<file path="config.mk">
export PLATFORM = sky130hd
export DESIGN_NAME = branch_predictor_flat
export DESIGN_NICKNAME = d
export VERILOG_FILES = /design/src/rtl/branch_predictor_if.sv /design/src/rtl/branch_predictor.sv /design/src/flat_wrapper.sv
export SDC_FILE = /design/constraint.sdc
export NUM_CORES = 2
export LEC_CHECK = 0
export ABC_AREA = 1
export CAP_MARGIN = 20
export CORE_UTILIZATION = 40
export DETAILED_ROUTE_END_ITERATION = 10
export PLACE_DENSITY = 0.54
export REMOVE_ABC_BUFFERS = 1
export SLEW_MARGIN = 5
export SYNTH_ARGS = -nofsm -noshare
export SYNTH_HDL_FRONTEND = slang
export SYNTH_SLANG_ARGS = --single-unit
</file>
<file path="constraint.sdc">
create_clock -name clk -period 5.25 [get_ports clk]
set_input_delay 1.05 -clock clk [delete_from_list [all_inputs] [get_ports clk]]
set_output_delay 1.05 -clock clk [all_outputs]
set_load 0.1 [all_outputs]
</file>
<file path="src/rtl/branch_predictor_if.sv">
// Fetch-side lookup and resolution-side update bundle for the branch target buffer.
// master = pipeline (drives fetch PC and resolutions), slave = predictor.
interface branch_predictor_if;
  logic [31:0] fetch_pc;
  logic        predict_taken;
  logic [31:0] predict_pc;

  // Update handshake: upd_valid qualifies every upd_* field for exactly one
  // cycle; there is no ready, the predictor always accepts or ignores.
  logic        upd_valid;
  logic [31:0] upd_pc;
  logic        upd_is_cond;
  logic        upd_is_jal;
  logic        upd_is_jalr;
  logic        upd_taken;
  logic [31:0] upd_target;
  logic        upd_mispredict;

  logic [31:0] branch_count;
  logic [31:0] mispredict_count;

  modport master (
    output fetch_pc, upd_valid, upd_pc, upd_is_cond, upd_is_jal, upd_is_jalr,
           upd_taken, upd_target, upd_mispredict,
    input  predict_taken, predict_pc, branch_count, mispredict_count
  );

  modport slave (
    input  fetch_pc, upd_valid, upd_pc, upd_is_cond, upd_is_jal, upd_is_jalr,
           upd_taken, upd_target, upd_mispredict,
    output predict_taken, predict_pc, branch_count, mispredict_count
  );
endinterface

</file>
<file path="src/rtl/branch_predictor.sv">
// Direct-mapped BTB with per-entry saturating direction counters and
// wrap-around performance counters; combinational lookup, registered update.
module branch_predictor #(
  parameter int ENTRIES         = 16,
  parameter int CTR_W           = 2,
  parameter int ALLOC_NOT_TAKEN = 0
) (
  input  logic              clk,
  input  logic              arst_n,
  branch_predictor_if.slave bp
);

  localparam int INDEX_W = $clog2(ENTRIES);
  localparam int TAG_W   = 32 - INDEX_W - 2;

  localparam logic [CTR_W-1:0] CTR_MAX = {CTR_W{1'b1}};
  localparam logic [CTR_W-1:0] CTR_WT  = CTR_W'(1 << (CTR_W - 1));
  localparam logic [CTR_W-1:0] CTR_WNT = CTR_W'((1 << (CTR_W - 1)) - 1);

  logic             r_valid  [ENTRIES];
  logic [TAG_W-1:0] r_tag    [ENTRIES];
  logic [31:0]      r_target [ENTRIES];
  logic             r_uncond [ENTRIES];
  logic [CTR_W-1:0] r_ctr    [ENTRIES];

  logic [31:0] r_branch_count;
  logic [31:0] r_mispredict_count;

  // Lookup path
  logic [INDEX_W-1:0] w_fidx;
  logic [TAG_W-1:0]   w_ftag;
  logic               w_fhit;
  logic               w_ftaken;

  assign w_fidx   = bp.fetch_pc[INDEX_W+1:2];
  assign w_ftag   = bp.fetch_pc[31:INDEX_W+2];
  assign w_fhit   = r_valid[w_fidx] && (r_tag[w_fidx] == w_ftag);
  assign w_ftaken = w_fhit && (r_uncond[w_fidx] || r_ctr[w_fidx][CTR_W-1]);

  assign bp.predict_taken    = w_ftaken;
  assign bp.predict_pc       = w_ftaken ? r_target[w_fidx] : (bp.fetch_pc + 32'd4);
  assign bp.branch_count     = r_branch_count;
  assign bp.mispredict_count = r_mispredict_count;

  // Update path: an update counts only when exactly one instruction kind is flagged
  logic [INDEX_W-1:0] w_uidx;
  logic [TAG_W-1:0]   w_utag;
  logic               w_uhit;
  logic               w_one_kind;
  logic               w_accept;
  logic               w_is_jump;

  assign w_uidx     = bp.upd_pc[INDEX_W+1:2];
  assign w_utag     = bp.upd_pc[31:INDEX_W+2];
  assign w_uhit     = r_valid[w_uidx] && (r_tag[w_uidx] == w_utag);
  assign w_one_kind = ( bp.upd_is_cond && !bp.upd_is_jal && !bp.upd_is_jalr) ||
                      (!bp.upd_is_cond &&  bp.upd_is_jal && !bp.upd_is_jalr) ||
                      (!bp.upd_is_cond && !bp.upd_is_jal &&  bp.upd_is_jalr);
  assign w_accept   = bp.upd_valid && w_one_kind;
  assign w_is_jump  = bp.upd_is_jal || bp.upd_is_jalr;

  logic             w_we;
  logic [31:0]      w_n_target;
  logic             w_n_uncond;
  logic [CTR_W-1:0] w_n_ctr;

  always_comb begin
    w_we       = 1'b0;
    w_n_target = r_target[w_uidx];
    w_n_uncond = r_uncond[w_uidx];
    w_n_ctr    = r_ctr[w_uidx];
    if (w_accept) begin
      if (w_is_jump) begin
        w_we       = 1'b1;
        w_n_target = bp.upd_target;
        w_n_uncond = 1'b1;
        w_n_ctr    = CTR_MAX;
      end else if (w_uhit) begin
        w_we       = 1'b1;
        w_n_uncond = 1'b0;
        if (bp.upd_taken) begin
          w_n_target = bp.upd_target;
          if (r_ctr[w_uidx] != CTR_MAX) w_n_ctr = r_ctr[w_uidx] + CTR_W'(1);
        end else begin
          if (r_ctr[w_uidx] != '0) w_n_ctr = r_ctr[w_uidx] - CTR_W'(1);
        end
      end else if (bp.upd_taken) begin
        w_we       = 1'b1;
        w_n_target = bp.upd_target;
        w_n_uncond = 1'b0;
        w_n_ctr    = CTR_WT;
      end else if (ALLOC_NOT_TAKEN != 0) begin
        w_we       = 1'b1;
        w_n_target = bp.upd_target;
        w_n_uncond = 1'b0;
        w_n_ctr    = CTR_WNT;
      end
    end
  end

  // Tag and index bits fully cover the PC except the word-offset bits
  logic w_unused_pc_bits;
  assign w_unused_pc_bits = ^{bp.fetch_pc[1:0], bp.upd_pc[1:0]};

  always_ff @(posedge clk or negedge arst_n) begin
    if (!arst_n) begin
      for (int i = 0; i < ENTRIES; i++) begin
        r_valid[i]  <= 1'b0;
        r_tag[i]    <= '0;
        r_target[i] <= '0;
        r_uncond[i] <= 1'b0;
        r_ctr[i]    <= CTR_WNT;
      end
      r_branch_count     <= '0;
      r_mispredict_count <= '0;
    end else begin
      if (w_we) begin
        r_valid[w_uidx]  <= 1'b1;
        r_tag[w_uidx]    <= w_utag;
        r_target[w_uidx] <= w_n_target;
        r_uncond[w_uidx] <= w_n_uncond;
        r_ctr[w_uidx]    <= w_n_ctr;
      end
      if (w_accept) begin
        r_branch_count <= r_branch_count + 32'd1;
        if (bp.upd_mispredict) r_mispredict_count <= r_mispredict_count + 32'd1;
      end
    end
  end

endmodule

</file>
<file path="src/flat_wrapper.sv">
// flat-port wrapper written by rule: the top's interface ports become plain ports
module branch_predictor_flat 
#(
  parameter int ENTRIES         = 16,
  parameter int CTR_W           = 2,
  parameter int ALLOC_NOT_TAKEN = 0
)
  (clk, arst_n, bp_fetch_pc, bp_upd_valid, bp_upd_pc, bp_upd_is_cond, bp_upd_is_jal, bp_upd_is_jalr, bp_upd_taken, bp_upd_target, bp_upd_mispredict, bp_predict_taken, bp_predict_pc, bp_branch_count, bp_mispredict_count);
  branch_predictor_if bp_i ();
  input  logic clk;
  input  logic arst_n;
  input wire logic [$bits(bp_i.fetch_pc)-1:0] bp_fetch_pc;
  input wire logic [$bits(bp_i.upd_valid)-1:0] bp_upd_valid;
  input wire logic [$bits(bp_i.upd_pc)-1:0] bp_upd_pc;
  input wire logic [$bits(bp_i.upd_is_cond)-1:0] bp_upd_is_cond;
  input wire logic [$bits(bp_i.upd_is_jal)-1:0] bp_upd_is_jal;
  input wire logic [$bits(bp_i.upd_is_jalr)-1:0] bp_upd_is_jalr;
  input wire logic [$bits(bp_i.upd_taken)-1:0] bp_upd_taken;
  input wire logic [$bits(bp_i.upd_target)-1:0] bp_upd_target;
  input wire logic [$bits(bp_i.upd_mispredict)-1:0] bp_upd_mispredict;
  output wire logic [$bits(bp_i.predict_taken)-1:0] bp_predict_taken;
  output wire logic [$bits(bp_i.predict_pc)-1:0] bp_predict_pc;
  output wire logic [$bits(bp_i.branch_count)-1:0] bp_branch_count;
  output wire logic [$bits(bp_i.mispredict_count)-1:0] bp_mispredict_count;
  assign bp_i.fetch_pc = bp_fetch_pc;
  assign bp_i.upd_valid = bp_upd_valid;
  assign bp_i.upd_pc = bp_upd_pc;
  assign bp_i.upd_is_cond = bp_upd_is_cond;
  assign bp_i.upd_is_jal = bp_upd_is_jal;
  assign bp_i.upd_is_jalr = bp_upd_is_jalr;
  assign bp_i.upd_taken = bp_upd_taken;
  assign bp_i.upd_target = bp_upd_target;
  assign bp_i.upd_mispredict = bp_upd_mispredict;
  assign bp_predict_taken = bp_i.predict_taken;
  assign bp_predict_pc = bp_i.predict_pc;
  assign bp_branch_count = bp_i.branch_count;
  assign bp_mispredict_count = bp_i.mispredict_count;
  branch_predictor #(.ENTRIES(ENTRIES), .CTR_W(CTR_W), .ALLOC_NOT_TAKEN(ALLOC_NOT_TAKEN)) u_core (.clk(clk), .arst_n(arst_n), .bp(bp_i));
endmodule
</file>
==> flow_metrics.env <==
export IMPL_status="finished, final reports clean"
export IMPL_area_growth_pct=18.58
export IMPL_grt_antenna_before_repair=3
export IMPL_p_per_area_nw_per_um2=344.4
export IMPL_final_hold_vio_count=0
export IMPL_fin_crit_sh_pct=98.57
export IMPL_final_period_demand_of_the_worst_path_ps=5175
export IMPL_num_nets_final=7853
export IMPL_non_filler_cells_in_the_finished_layout=9740
export IMPL_synth_mux_area_fraction_pct=0
export IMPL_overflow=0
export IMPL_largest_net_degree_at_the_start_of_global_routing=106
export IMPL_timing_critical_path_cells="buf_4 > buf_12 > nor2_4 > buf_12 > buf_12 > buf_4 > nand2_1 > nand2_1 > inv_2 > nand2_1 > nand2_1 > nand2_1 > nor2_1 > nand2_1 > nor2_2 > nand2_2 > nor2_4 > buf_12 > buf_12 > nand2_1 > o21ai_1 > buf_12"
export IMPL_timing_critical_path_arrival_ps=4120
export IMPL_synth_compound_gate_area_share_pct=22.92
export IMPL_placedCellCount=9499
export IMPL_path_class="input port to output port"
export IMPL_grt_first_pass_wirelength_um=337500
export IMPL_synth_area_per_cell_um2=7.483
export IMPL_chipWidth_um=380.8
export IMPL_slowest_stage="buf_4"
export IMPL_critPathMaxStageDelay_ps=290
export IMPL_m1WireLength_um=99780
export IMPL_worst_slew_margin_rel_pct=28.47
export IMPL_floorplan_die_area_um2=145000
export IMPL_wl_met2_um=99090
export IMPL_mappedNetlistArea_um2=57400
export IMPL_finalMaxSlewViolations=0
export IMPL_io_pin_count=201
export IMPL_fin_skew_ps=41.46
export IMPL_most_used_cells_in_the_layout_excluding_fill_and_tap_cells="nand2_1, o21ai_0, dfrtp_1, nor2_1, o21ai_1"
export IMPL_drive_gt1_share_pct=9.697
export IMPL_floorplan_die_height_um=380.8
export IMPL_total_leakage_power_uw=0.03068
export IMPL_drtPass1Iterations=7
export IMPL_worstSkewPairLatency_ps=770
export IMPL_synthCells=7670
export IMPL_netlist_cell_type_count=47
export IMPL_worst_slew_pin_transition_ps=1073
export IMPL_critical_path_max_fanout=22
export IMPL_max_cap_violations=0
export IMPL_synth_simple_gate_area_share_pct=22.24
export IMPL_highest_signal_layer="met5"
export IMPL_cts_tree="done"
export IMPL_worst_setup_path_start_kind="input port"
export IMPL_drt_drc_violations_left=0
export IMPL_cts_buffer_depth=3
export IMPL_cts_root_buffer_cell="clkbuf_16"
export IMPL_drt_iter0_drc=6565
export IMPL_synth_enable_flop_cells=0
export IMPL_totalPowerFinal_uw=23440
export IMPL_power_ir_vdd_worst_v=0.0003692
export IMPL_portBuffers=198
export IMPL_vias_per_cell=5.726
export IMPL_crit_path_end_kind="output port"
export IMPL_route_vias_total=55770
export IMPL_critical_path_buf_inv_count=9
export IMPL_number_of_global_route_vias_before_repair=51538
export IMPL_htree_levels=3
export IMPL_placementRows=138
export IMPL_fp_coreArea_um2=141900
export IMPL_ys_seq_area_share_pct=46.08
export IMPL_globalRouteTotalUtil_pct=30.54
export IMPL_cts_clk_slew_worst_paths_ps=60
export IMPL_max_freq_ghz=0.1932
export IMPL_cts_num_sinks=1056
export IMPL_dpl_cell_area_um2=63290
export IMPL_route_detailed_wl_per_inst_um=23.39
export IMPL_synthesis_yosys_warnings=0
export IMPL_timing_critical_path_required_ps=4200
export IMPL_hold_buffers=0
export IMPL_postSynth_topFlopCell="dfrtp_1"
export IMPL_totalWireLength_um=227800
export IMPL_setup_viol=0
export IMPL_post_synth_fa_ha_maj_area_fraction_pct=0.06540
export IMPL_met3_wirelength_um=20200
export IMPL_ys_seq_elements=1056
export IMPL_cp_top_family="buffers and inverters"
export IMPL_start_util_pct=40.44
export IMPL_fillerInstances=14112
export IMPL_largest_family_of_logic_cells_by_synthesized_area="compound AO/OA/AOI/OAI gates"
export IMPL_dp_hpwl_um=141600
export IMPL_postLayoutCellArea_um2=68060
export IMPL_postSynth_asyncResetShare_pct=100.0
export IMPL_hold_path_class="input port to async pin"
export IMPL_cts_buffer_count=120
export IMPL_synth_xor_area_share_pct=1.541
export IMPL_final_antenna_net_count=0
export IMPL_crit_path_frequent_cell="nand2_1"
export IMPL_layout_commonest_cell="nand2_1"
export IMPL_gp_congestion=0.9551
-- synthesized netlist by cell type (all sizes together) (3+ instances only) --
cell | number | area [um2]
a21boi | 6 | 45.04
a21oi | 262 | 1311
a221oi | 5 | 43.79
a22oi | 272 | 2042
a31oi | 6 | 37.54
buf | 267 | 1639
clkbuf | 360 | 1361
dfrtp | 1040 | 26020
dfstp | 16 | 420.4
ha | 3 | 37.54
inv | 294 | 1104
nand2 | 2402 | 9062
nand3 | 171 | 860.8
nand3b | 6 | 45.04
nand4 | 29 | 181.4
nor2 | 536 | 2014
nor3 | 39 | 195.2
nor4 | 7 | 43.79
o211ai | 37 | 277.8
o21ai | 1587 | 7943
o21bai | 5 | 37.54
o221ai | 47 | 411.6
o22ai | 92 | 575.6
o32ai | 32 | 415.4
or2 | 6 | 37.54
or3b | 32 | 280.3
xnor2 | 26 | 227.7
xor2 | 75 | 656.9
-- where the power goes --
part	leakage [uW]	switching [uW]	total, uW	internal [uW]
clock network	0.00208	3720	9150	5430
logic	0.0145	2900	4410	1500
registers	0.0141	747	9880	9130
total	0.0307	7370	23400	16100
-- state kept, by name (all words and copies together) (netlist names) --
register	cells
u_core.bp.branch_count	32
u_core.r_target	512
u_core.bp.mispredict_count	32
u_core.r_uncond	16
u_core.r_ctr	32
u_core.r_tag	416
u_core.r_valid	16
-- per-layer routing --
layer / global-route usage, % / up-vias
met3: 5.172 / 446
met5: 0 / -
met2: 46.01 / 2683
li1: - / 25826
met4: 11.07 / 6
met1: 43.88 / 26809
-- what timing repair did --
action | in CTS | in global routing
endpoints found under the hold margin | 0 | 0
setup buffers | 0 | 10
pin swaps | 0 | 8
setup endpoints to repair | 6 | 32
gates resized for setup | 4 | 88
gates cloned | 0 | 4
-- per-stage QoR --
step | setup TNS (ps) | util [%] | worst slack [ps] | hold slack, ps
floorplan | -4000570 | - | -10210 | 431.6
global placement | -257.3 | 44.59 | -88.29 | 445.4
detailed placement | -134.7 | 44.59 | -52.22 | 449.8
CTS | 0 | 47.60 | 7.109 | 392.3
global route | -32.53 | 47.95 | -31.05 | 428.5
finish | 0 | 47.95 | 75.29 | 416.5
-- cells by family after synthesis --
family | Yosys count
DFF | 1056
and+or+nand+nor | 3234
buffers and inverters | 923
adders and majority gates | 3
xor gates and xnor gates | 101
AOI/OAI and AO/OA | 2353
-- final timing paths --
path | startpoint | end | slack [ps] | cells after the start
max reg2reg | u_core.r_tag[1] | u_core.r_target[246] | 2020 | 18
max | bp_fetch_pc[4] | bp_predict_pc[9] | 80 | 22
min in group clk | u_core.r_valid[6] | u_core.r_valid[6] | 460 | 2
min | arst_n | u_core.r_target[390] | 420 | 1
max in group asynchronous | arst_n | u_core.r_ctr[1] | 3550 | 2
min reg2reg | u_core.r_valid[6] | u_core.r_valid[6] | 460 | 2
-- final cells by class --
class / count / area, um2 / share of cell area [%]
antenna: 2 / 5.005 / 0.007354
clock buffer: 176 / 3485 / 5.120
clock inverter: 48 / 773.2 / 1.136
inverter: 296 / 1164 / 1.710
multi-input combinational: 5691 / 27260 / 40.05
sequential: 1056 / 26450 / 38.86
tap: 1890 / 2365 / 3.475
timing repair buffer: 580 / 6560 / 9.639
timing repair inverter: 1 / 5.005 / 0.007354
Power figures use the tool's default switching activity.
